### src/rtl/spi_keys_frame_tx.sv
// Debounced key-vector snapshot shipped as a framed SPI-master transfer:
// HEADER byte, key bits MSB first, then even parity over the keys.
module spi_keys_frame_tx #(
  parameter int unsigned NUM_KEYS        = 61,
  parameter int unsigned CLK_DIV         = 4,
  parameter int unsigned DEBOUNCE_CYCLES = 16,
  parameter int unsigned REFRESH_CYCLES  = 0,
  parameter bit          CPOL            = 1'b0,
  parameter logic [7:0]  HEADER          = 8'hA5,
  parameter int unsigned GAP_CYCLES      = 8
) (
  input  logic                clk_g_i,
  input  logic                rst_g_i,
  input  logic [NUM_KEYS-1:0] keys_i_g,
  output logic                spi_clk_g_o,
  output logic                spi_mosi_g_o,
  output logic                spi_cs_n_g_o,
  output logic                busy_o,
  output logic                frame_done_o
);

  localparam int unsigned FRAME_LEN = NUM_KEYS + 9;
  localparam int unsigned BIT_W     = $clog2(NUM_KEYS + 10);
  localparam int unsigned DIV_W     = $clog2(CLK_DIV + 1);
  localparam int unsigned DEB_W     = $clog2(DEBOUNCE_CYCLES + 1);
  localparam int unsigned GAP_W     = $clog2(GAP_CYCLES + 1);
  localparam int unsigned REF_W     = (REFRESH_CYCLES > 1) ? $clog2(REFRESH_CYCLES) : 1;

  typedef enum logic [2:0] {
    ST_IDLE,
    ST_LEAD,
    ST_SHIFT,
    ST_TRAIL,
    ST_GAP
  } state_e;

  state_e                 state_q, state_d;
  logic [DIV_W-1:0]       div_q, div_d;
  logic [BIT_W-1:0]       bit_q, bit_d;
  logic [GAP_W-1:0]       gap_q, gap_d;
  logic [FRAME_LEN-1:0]   shreg_q, shreg_d;
  logic                   sck_q, sck_d;
  logic                   cs_n_q, cs_n_d;
  logic                   busy_q, busy_d;
  logic                   done_q, done_d;

  logic [NUM_KEYS-1:0]    sync1_q, sync2_q, prev_q, stable_q;
  logic [DEB_W-1:0]       deb_cnt_q;
  logic                   pending_q;
  logic                   start_c;
  logic                   accept_c;
  logic                   refresh_hit_c;
  logic [FRAME_LEN-1:0]   frame_c;

  assign frame_c  = {HEADER, stable_q, ^stable_q};
  assign accept_c = (deb_cnt_q == DEB_W'(DEBOUNCE_CYCLES)) && (sync2_q == prev_q)
                    && (sync2_q != stable_q);

  // Synchroniser, whole-vector debounce and the pending-frame flag
  always_ff @(posedge clk_g_i) begin
    if (rst_g_i) begin
      sync1_q   <= '0;
      sync2_q   <= '0;
      prev_q    <= '0;
      stable_q  <= '0;
      deb_cnt_q <= '0;
      pending_q <= 1'b0;
    end else begin
      sync1_q <= keys_i_g;
      sync2_q <= sync1_q;
      prev_q  <= sync2_q;
      if (sync2_q != prev_q) begin
        deb_cnt_q <= '0;
      end else if (deb_cnt_q != DEB_W'(DEBOUNCE_CYCLES)) begin
        deb_cnt_q <= deb_cnt_q + DEB_W'(1);
      end
      if (accept_c) begin
        stable_q <= sync2_q;
      end
      // A request arriving on the start cycle survives and yields one follow-up frame
      pending_q <= (pending_q & ~start_c) | accept_c | refresh_hit_c;
    end
  end

  if (REFRESH_CYCLES > 0) begin : g_refresh
    logic [REF_W-1:0] ref_cnt_q;

    assign refresh_hit_c = (state_q == ST_IDLE) && (ref_cnt_q == REF_W'(REFRESH_CYCLES - 1));

    always_ff @(posedge clk_g_i) begin
      if (rst_g_i || start_c || refresh_hit_c) begin
        ref_cnt_q <= '0;
      end else if (state_q == ST_IDLE) begin
        ref_cnt_q <= ref_cnt_q + REF_W'(1);
      end
    end
  end else begin : g_no_refresh
    assign refresh_hit_c = 1'b0;
  end

  // Frame FSM state and datapath registers
  always_ff @(posedge clk_g_i) begin
    if (rst_g_i) begin
      state_q <= ST_IDLE;
      div_q   <= '0;
      bit_q   <= '0;
      gap_q   <= '0;
      shreg_q <= '0;
      sck_q   <= CPOL;
      cs_n_q  <= 1'b1;
      busy_q  <= 1'b0;
      done_q  <= 1'b0;
    end else begin
      state_q <= state_d;
      div_q   <= div_d;
      bit_q   <= bit_d;
      gap_q   <= gap_d;
      shreg_q <= shreg_d;
      sck_q   <= sck_d;
      cs_n_q  <= cs_n_d;
      busy_q  <= busy_d;
      done_q  <= done_d;
    end
  end

  // Next-state and next-output logic; MOSI is the top of the shift register
  always_comb begin
    state_d = state_q;
    div_d   = div_q;
    bit_d   = bit_q;
    gap_d   = gap_q;
    shreg_d = shreg_q;
    sck_d   = sck_q;
    cs_n_d  = cs_n_q;
    busy_d  = busy_q;
    done_d  = 1'b0;
    start_c = 1'b0;
    case (state_q)
      ST_IDLE: begin
        if (pending_q) begin
          start_c = 1'b1;
          shreg_d = frame_c;
          cs_n_d  = 1'b0;
          busy_d  = 1'b1;
          div_d   = '0;
          bit_d   = '0;
          state_d = ST_LEAD;
        end
      end
      ST_LEAD: begin
        if (div_q == DIV_W'(CLK_DIV - 1)) begin
          div_d   = '0;
          state_d = ST_SHIFT;
        end else begin
          div_d = div_q + DIV_W'(1);
        end
      end
      ST_SHIFT: begin
        if (div_q == DIV_W'(CLK_DIV - 1)) begin
          div_d = '0;
          sck_d = ~sck_q;
          // Trailing edge: present the next bit, zero-filling behind the last one
          if (sck_q != CPOL) begin
            shreg_d = {shreg_q[FRAME_LEN-2:0], 1'b0};
            bit_d   = bit_q + BIT_W'(1);
            if (bit_q == BIT_W'(FRAME_LEN - 1)) begin
              state_d = ST_TRAIL;
            end
          end
        end else begin
          div_d = div_q + DIV_W'(1);
        end
      end
      ST_TRAIL: begin
        sck_d = CPOL;
        if (div_q == DIV_W'(CLK_DIV - 1)) begin
          div_d   = '0;
          cs_n_d  = 1'b1;
          shreg_d = '0;
          done_d  = 1'b1;
          gap_d   = '0;
          state_d = ST_GAP;
        end else begin
          div_d = div_q + DIV_W'(1);
        end
      end
      ST_GAP: begin
        if (gap_q == GAP_W'(GAP_CYCLES - 1)) begin
          busy_d  = 1'b0;
          state_d = ST_IDLE;
        end else begin
          gap_d = gap_q + GAP_W'(1);
        end
      end
      default: begin
        state_d = ST_IDLE;
      end
    endcase
  end

  assign spi_clk_g_o  = sck_q;
  assign spi_mosi_g_o = shreg_q[FRAME_LEN-1];
  assign spi_cs_n_g_o = cs_n_q;
  assign busy_o       = busy_q;
  assign frame_done_o = done_q;

endmodule
### config.mk
export PLATFORM = sky130hd
export DESIGN_NAME = spi_keys_frame_tx
export DESIGN_NICKNAME = d
export VERILOG_FILES = /design/src/rtl/spi_keys_frame_tx.sv
export SDC_FILE = /design/constraint.sdc
export NUM_CORES = 1
export LEC_CHECK = 0
export BUFFER_PORTS_ARGS = -buffer_cell sky130_fd_sc_hd__buf_4
export CORE_ASPECT_RATIO = 0.75
export CORE_MARGIN = 2
export CORE_UTILIZATION = 30
export CTS_BUF_LIST = sky130_fd_sc_hd__clkbuf_4 sky130_fd_sc_hd__clkbuf_8 sky130_fd_sc_hd__clkbuf_16
export DETAILED_ROUTE_END_ITERATION = 6
export PLACE_DENSITY = 0.57
export SLEW_MARGIN = 0
export SYNTH_ARGS = -nofsm -noshare
export SYNTH_HDL_FRONTEND = slang
export SYNTH_SLANG_ARGS = --single-unit
### constraint.sdc
create_clock -name clk_g_i -period 1.9 [get_ports clk_g_i]
set_clock_uncertainty 0.05 [all_clocks]
set_input_delay 0.57 -clock clk_g_i [delete_from_list [all_inputs] [get_ports clk_g_i]]
set_output_delay 0.57 -clock clk_g_i [all_outputs]
set_load 0.01 [all_outputs]
[Word level (Yosys, flattened, before mapping)]
Cells that the tools add are included.
Cells by class
  shifts and indexed selects: 0
  $add $sub $neg: 4
  equality and inequality tests: 20
  multiply operators: 0
  order comparisons: 0
  bitwise operators: 5
  div/mod/pow operators: 0
  reduce and logical (&&, ||, !) cells: 22
  multiplexer cells: 34
Operators by type and width (number)
  70-bit 2-to-1 mux: 4
  70-bit case mux with 3 select lines: 1
  61-bit inequality test: 2
  61-bit == test: 1
  61-bit XOR reduction: 1
  3-bit 2-to-1 mux: 9
  7-bit 2-to-1 mux: 3
  2-bit inequality test, second input constant: 8
  3-bit case mux with 5 select lines: 1
  7-bit case mux with 2 select lines: 1
  2-bit nonzero test: 6
  3-bit by 2-bit == test with 1-bit output, second input constant: 3
  3-bit AND reduction: 3
  1-bit 2-to-1 mux: 8
  4-bit 2-to-1 mux: 2
  4-bit case mux with 2 select lines: 1
  7-bit by 1-bit adder with 7-bit output, second input constant: 1
  7-bit == test, second input constant: 1
  7-bit AND reduction: 1
  1-bit case mux with 2 select lines: 3
  3-bit case mux with 2 select lines: 1
  5-bit by 1-bit adder with 5-bit output, second input constant: 1
  5-bit == test, second input constant: 1
  5-bit inequality test, second input constant: 1
  other kinds (16): 21
Storage, ports and cells
  bits in latches: 0
  output and inout port bits: 5
  memories: 0
  input bits: 63
  flip-flop bits (word level): 341
  memory bits (read-only): 0
  memory bits (writable): 0

[Depth between registers and ports, before layout]
  depth after elaboration: 5
  mapped depth: 10
  mapped depth without buffers: 8

[Worst setup path after synthesis]
OpenSTA, ideal clock, no wires.
  path kind: flip-flop to flip-flop
  start: reg stable_q[38]
  end: reg shreg_q[0]
  data required time: 1.719 ns
  setup slack: -0.213 ns
  path buffers: 0
  data arrival time: 1.932 ns
  cell stages (with the launch flop): 8
  cells stage by stage: dfxtp_1 > xnor2_1 > xnor3_1 > xnor3_1 > xnor3_1 > xnor3_1 > nand2_1 > a21oi_2
On the way
  word-level cells in the longest chain between the ends: 3
Ends and longest elaborated chain
  start: declaration: RTL line 47  | logic [NUM_KEYS-1:0] sync1_q, sync2_q, prev_q, stable_q;
  start signal: assignment: RTL line 78  | stable_q <= sync2_q;
  61-bit XOR reduction: RTL line 55  | assign frame_c = {HEADER, stable_q, ^stable_q};
  70-bit 2-to-1 mux: RTL line 140  | if (pending_q) begin
  70-bit case mux with 3 select lines: RTL line 138  | case (state_q)
  end signal: assignment: RTL line 118  | shreg_q <= shreg_d;
  end: declaration: RTL line 41  | logic [FRAME_LEN-1:0] shreg_q, shreg_d;
No other way between the ends. The select of a mux whose other input is x is not followed.
A chain may end at the register's enable or synchronous reset.

[Worst setup path after layout]
  start: reg sync2_q[29]
  end: reg stable_q[56]
On the way
  word-level cells in the longest chain between the ends: 3
  elaborated cells on any way between the ends: 4
  classes of those cells: eq/ne: 2; reduce/logical: 2
Ends and longest elaborated chain
  start: declaration: RTL line 47
  start signal: assignment: RTL line 70  | sync2_q <= sync1_q;
  61-bit == test: RTL line 56  | assign accept_c = (deb_cnt_q == DEB_W'(DEBOUNCE_CYCLES)) && (sync2_q == prev_q)
  1-bit logical AND: RTL line 56
  1-bit logical AND (*): RTL line 57  | && (sync2_q != stable_q);
Every way passes the cells marked *; elsewhere a longest branch is shown, timed or not.

==> qor.yml <==
status: "complete, but fails checks"
violations: "setup timing"
grt_use_met3_pct: 2.75
cp.arrival_ps: 2750
viasPerCell: 4.48
finalCritPeriodShare_pct: 127
cts_buffer_depth: 3
required_ps: 2250
cap_viol_max_count: 0
drive_gt1_share_pct: 23.9
synthFlopType: "dfxtp_1"
ys_ff_latch: 341
cts_root_buf: "clkbuf_16"
grt_use_met1_pct: 21.0
clk_pin_slew_ps: 60
hold_viol: 0
p_total_w: 0.0157
p_leak_nw: 7.61
start_util_pct: 30.3
clk_latency_ps: 530
dp_hpwl_um: 23500
vias: 9769
syn_nets: 1439
cts_hold_buffers: 0
fp.dieArea_um2: 45400
rsz0062_at_grt: "true"
grt.busiest_layer: "met2"
dieWidth_um: 245
synth_warnings: 0
critPathCaptureType: "flop"
timing.final.max_slew_violations: 0
cts_buffers: 37
final_core_util_pct: 39.9
io_pins: 68
detail-route-antenna-nets: 0
synth-edff-count: 0
layout_commonest_cell: "dfxtp_1"
grt_max_degree: 55
fin_ws_ps: -504
cts_tree: "built"
area_delta_synth_final_pct: 31.6
wl_um: 33600
whs_ps: 198
worstSetupStartpointType: "flop"
vdd_drop_max_v: 0.000513
layout_common_cells: "dfxtp_1 (311), buf_4 (217), nor2_1 (192), nor2b_1 (184), xor2_1 (94)"
layout.nets: 1645
synth.distinct_cells: 43
wl_per_cell_um: 15.4
drc: 0
firstDrtPassIters: 5
crit_type: "flop to flop"
rows: 66
worst_pin_slew_ps: 608
hold_class: "primary input to flop"
track_usage_pct: 14.9
port_buffers: 67
antennaDiodeCount: 0
yosysSeqAreaShare_pct: 52.1
timing.slew.headroom_pct: 59.4
final_cells: 2181
first_iter_violations: 513
groute.layer.met2.usage_pct: 23.5
antenna_found_initial: 0
syn_avg_cell_area_um2: 9.57
synth-async-reset-ratio_pct: 0
cts_sinks: 341
finalCriticalPeriod_ps: 2400
syn_inst: 1370
grt_pass1_vias: 9374
place.gp.congestion: 0.840
die_y_um: 185
h-tree-depth: 2
finalSetupViolCount: 68
grt_overflow: 0
worstPathMaxFanout: 10
post-place-cells: 2108
netlist_area_um2: 13100
fmax_mhz: 416
grt_pass1_wl_um: 52900
core_um2: 43300
powerDensity_nw_per_um2: 913
## per-layer routing
metal | vias up | wire, um
li1 | 4896 | -
met1 | 4675 | 16600
met2 | 156 | 15000
met3 | 42 | 1400
met4 | 0 | 685
met5 | - | 0
## stage by stage
step	cell area (um2)	worst slack [ps]	setup TNS, ps
CTS	17100	-480	-29010
global route	17200	-564	-33240
detailed placement	15500	-740	-50360
finish	17200	-504	-29460
floorplan	13200	-72.8	-4170
global placement	15500	-694	-43890
## synth_stat cells (3+ instances only)
cell type / n / share of area, %
dfxtp_1: 341 / 52
nor2_1: 198 / 5.7
nor2b_1: 186 / 8.9
xor2_1: 96 / 6.4
xnor2_1: 88 / 5.9
nand2_1: 71 / 2.0
mux2i_1: 62 / 4.7
o21ai_0: 61 / 2.3
clkbuf_1: 60 / 1.7
o21ai_1: 52 / 2.0
nor3_1: 26 / 0.99
nor4_1: 22 / 1.1
nand4_1: 19 / 0.91
a21oi_1: 15 / 0.57
nand3_1: 9 / 0.34
a221oi_1: 8 / 0.53
buf_6: 7 / 0.60
buf_1: 6 / 0.17
ha_1: 6 / 0.57
a211oi_1: 4 / 0.23
xnor3_1: 4 / 0.69
buf_2: 3 / 0.11
inv_1: 3 / 0.086
## report_power, final
| group | internal, W | leakage [nW] | switching (W) |
|---|---|---|---|
| clock network | 0.00472 | 0.654 | 0.00286 |
| registers | 0.00731 | 2.79 | 0.0000994 |
| logic | 0.000391 | 4.16 | 0.000365 |
## area by class of cell
type                       instances  area, um2
clock buffer                      56       1150
clock inverter                    10        160
fill                            4244      26000
inverter                           3       11.3
multi-input combinational        950       6190
sequential                       341       6870
tap                              578        723
timing repair buffer             243       2140
## critical path, cell delays in order (launching register included)
cell and delay (ps):
dfxtp_1 360, xor2_1 180, nor4_1 320, buf_4 190
nand4_1 150, nor4_4 260, o211ai_1 150, buf_6 200
buf_12 170, mux2i_2 160, nor2_1 60
## final timing paths
path,startpoint,to,slack (ps),cells past startpoint
worst max register to register,sync2_q[29],stable_q[56],-500,10
worst min-delay path,keys_i_g[32],sync1_q[32],200,2
worst min register to register,sync1_q[41],sync2_q[41],360,1
worst max-delay path,sync2_q[29],stable_q[56],-500,10
## sequential cells by signal (all words and copies together), names as in the netlist
| register | count |
|---|---|
| sync2_q | 61 |
| frame_done_o | 1 |
| deb_cnt_q | 5 |
| spi_cs_n_g_o | 1 |
| bit_q | 7 |
| stable_q | 61 |
| gap_q | 4 |
| spi_clk_g_o | 1 |
| state_q | 3 |
| shreg_q | 70 |
| prev_q | 61 |
| busy_o | 1 |
| pending_q | 1 |
| sync1_q | 61 |
| div_q | 3 |
## timing repair
item,4_1_cts,5_1_grt
endpoints found under the setup margin,142,122
pin swaps,10,12
setup buffers,4,3
cloned,3,0
resized for setup,36,41
## cell families (layout without fill, tap and decap cells)
kind of cell	Yosys count	in the layout	synth area share [%]
adder cells (fa/ha/maj)	6	6	0.573
AO/OA/AOI/OAI	149	149	6.22
flip-flops	341	341	52.1
XOR/XNOR	189	189	13.1
multiplexers	62	62	4.74
AND/OR/NAND/NOR	544	544	20.6
buffers and inverters	79	312	2.69
No activity file was read; power rests on OpenSTA's default activity.
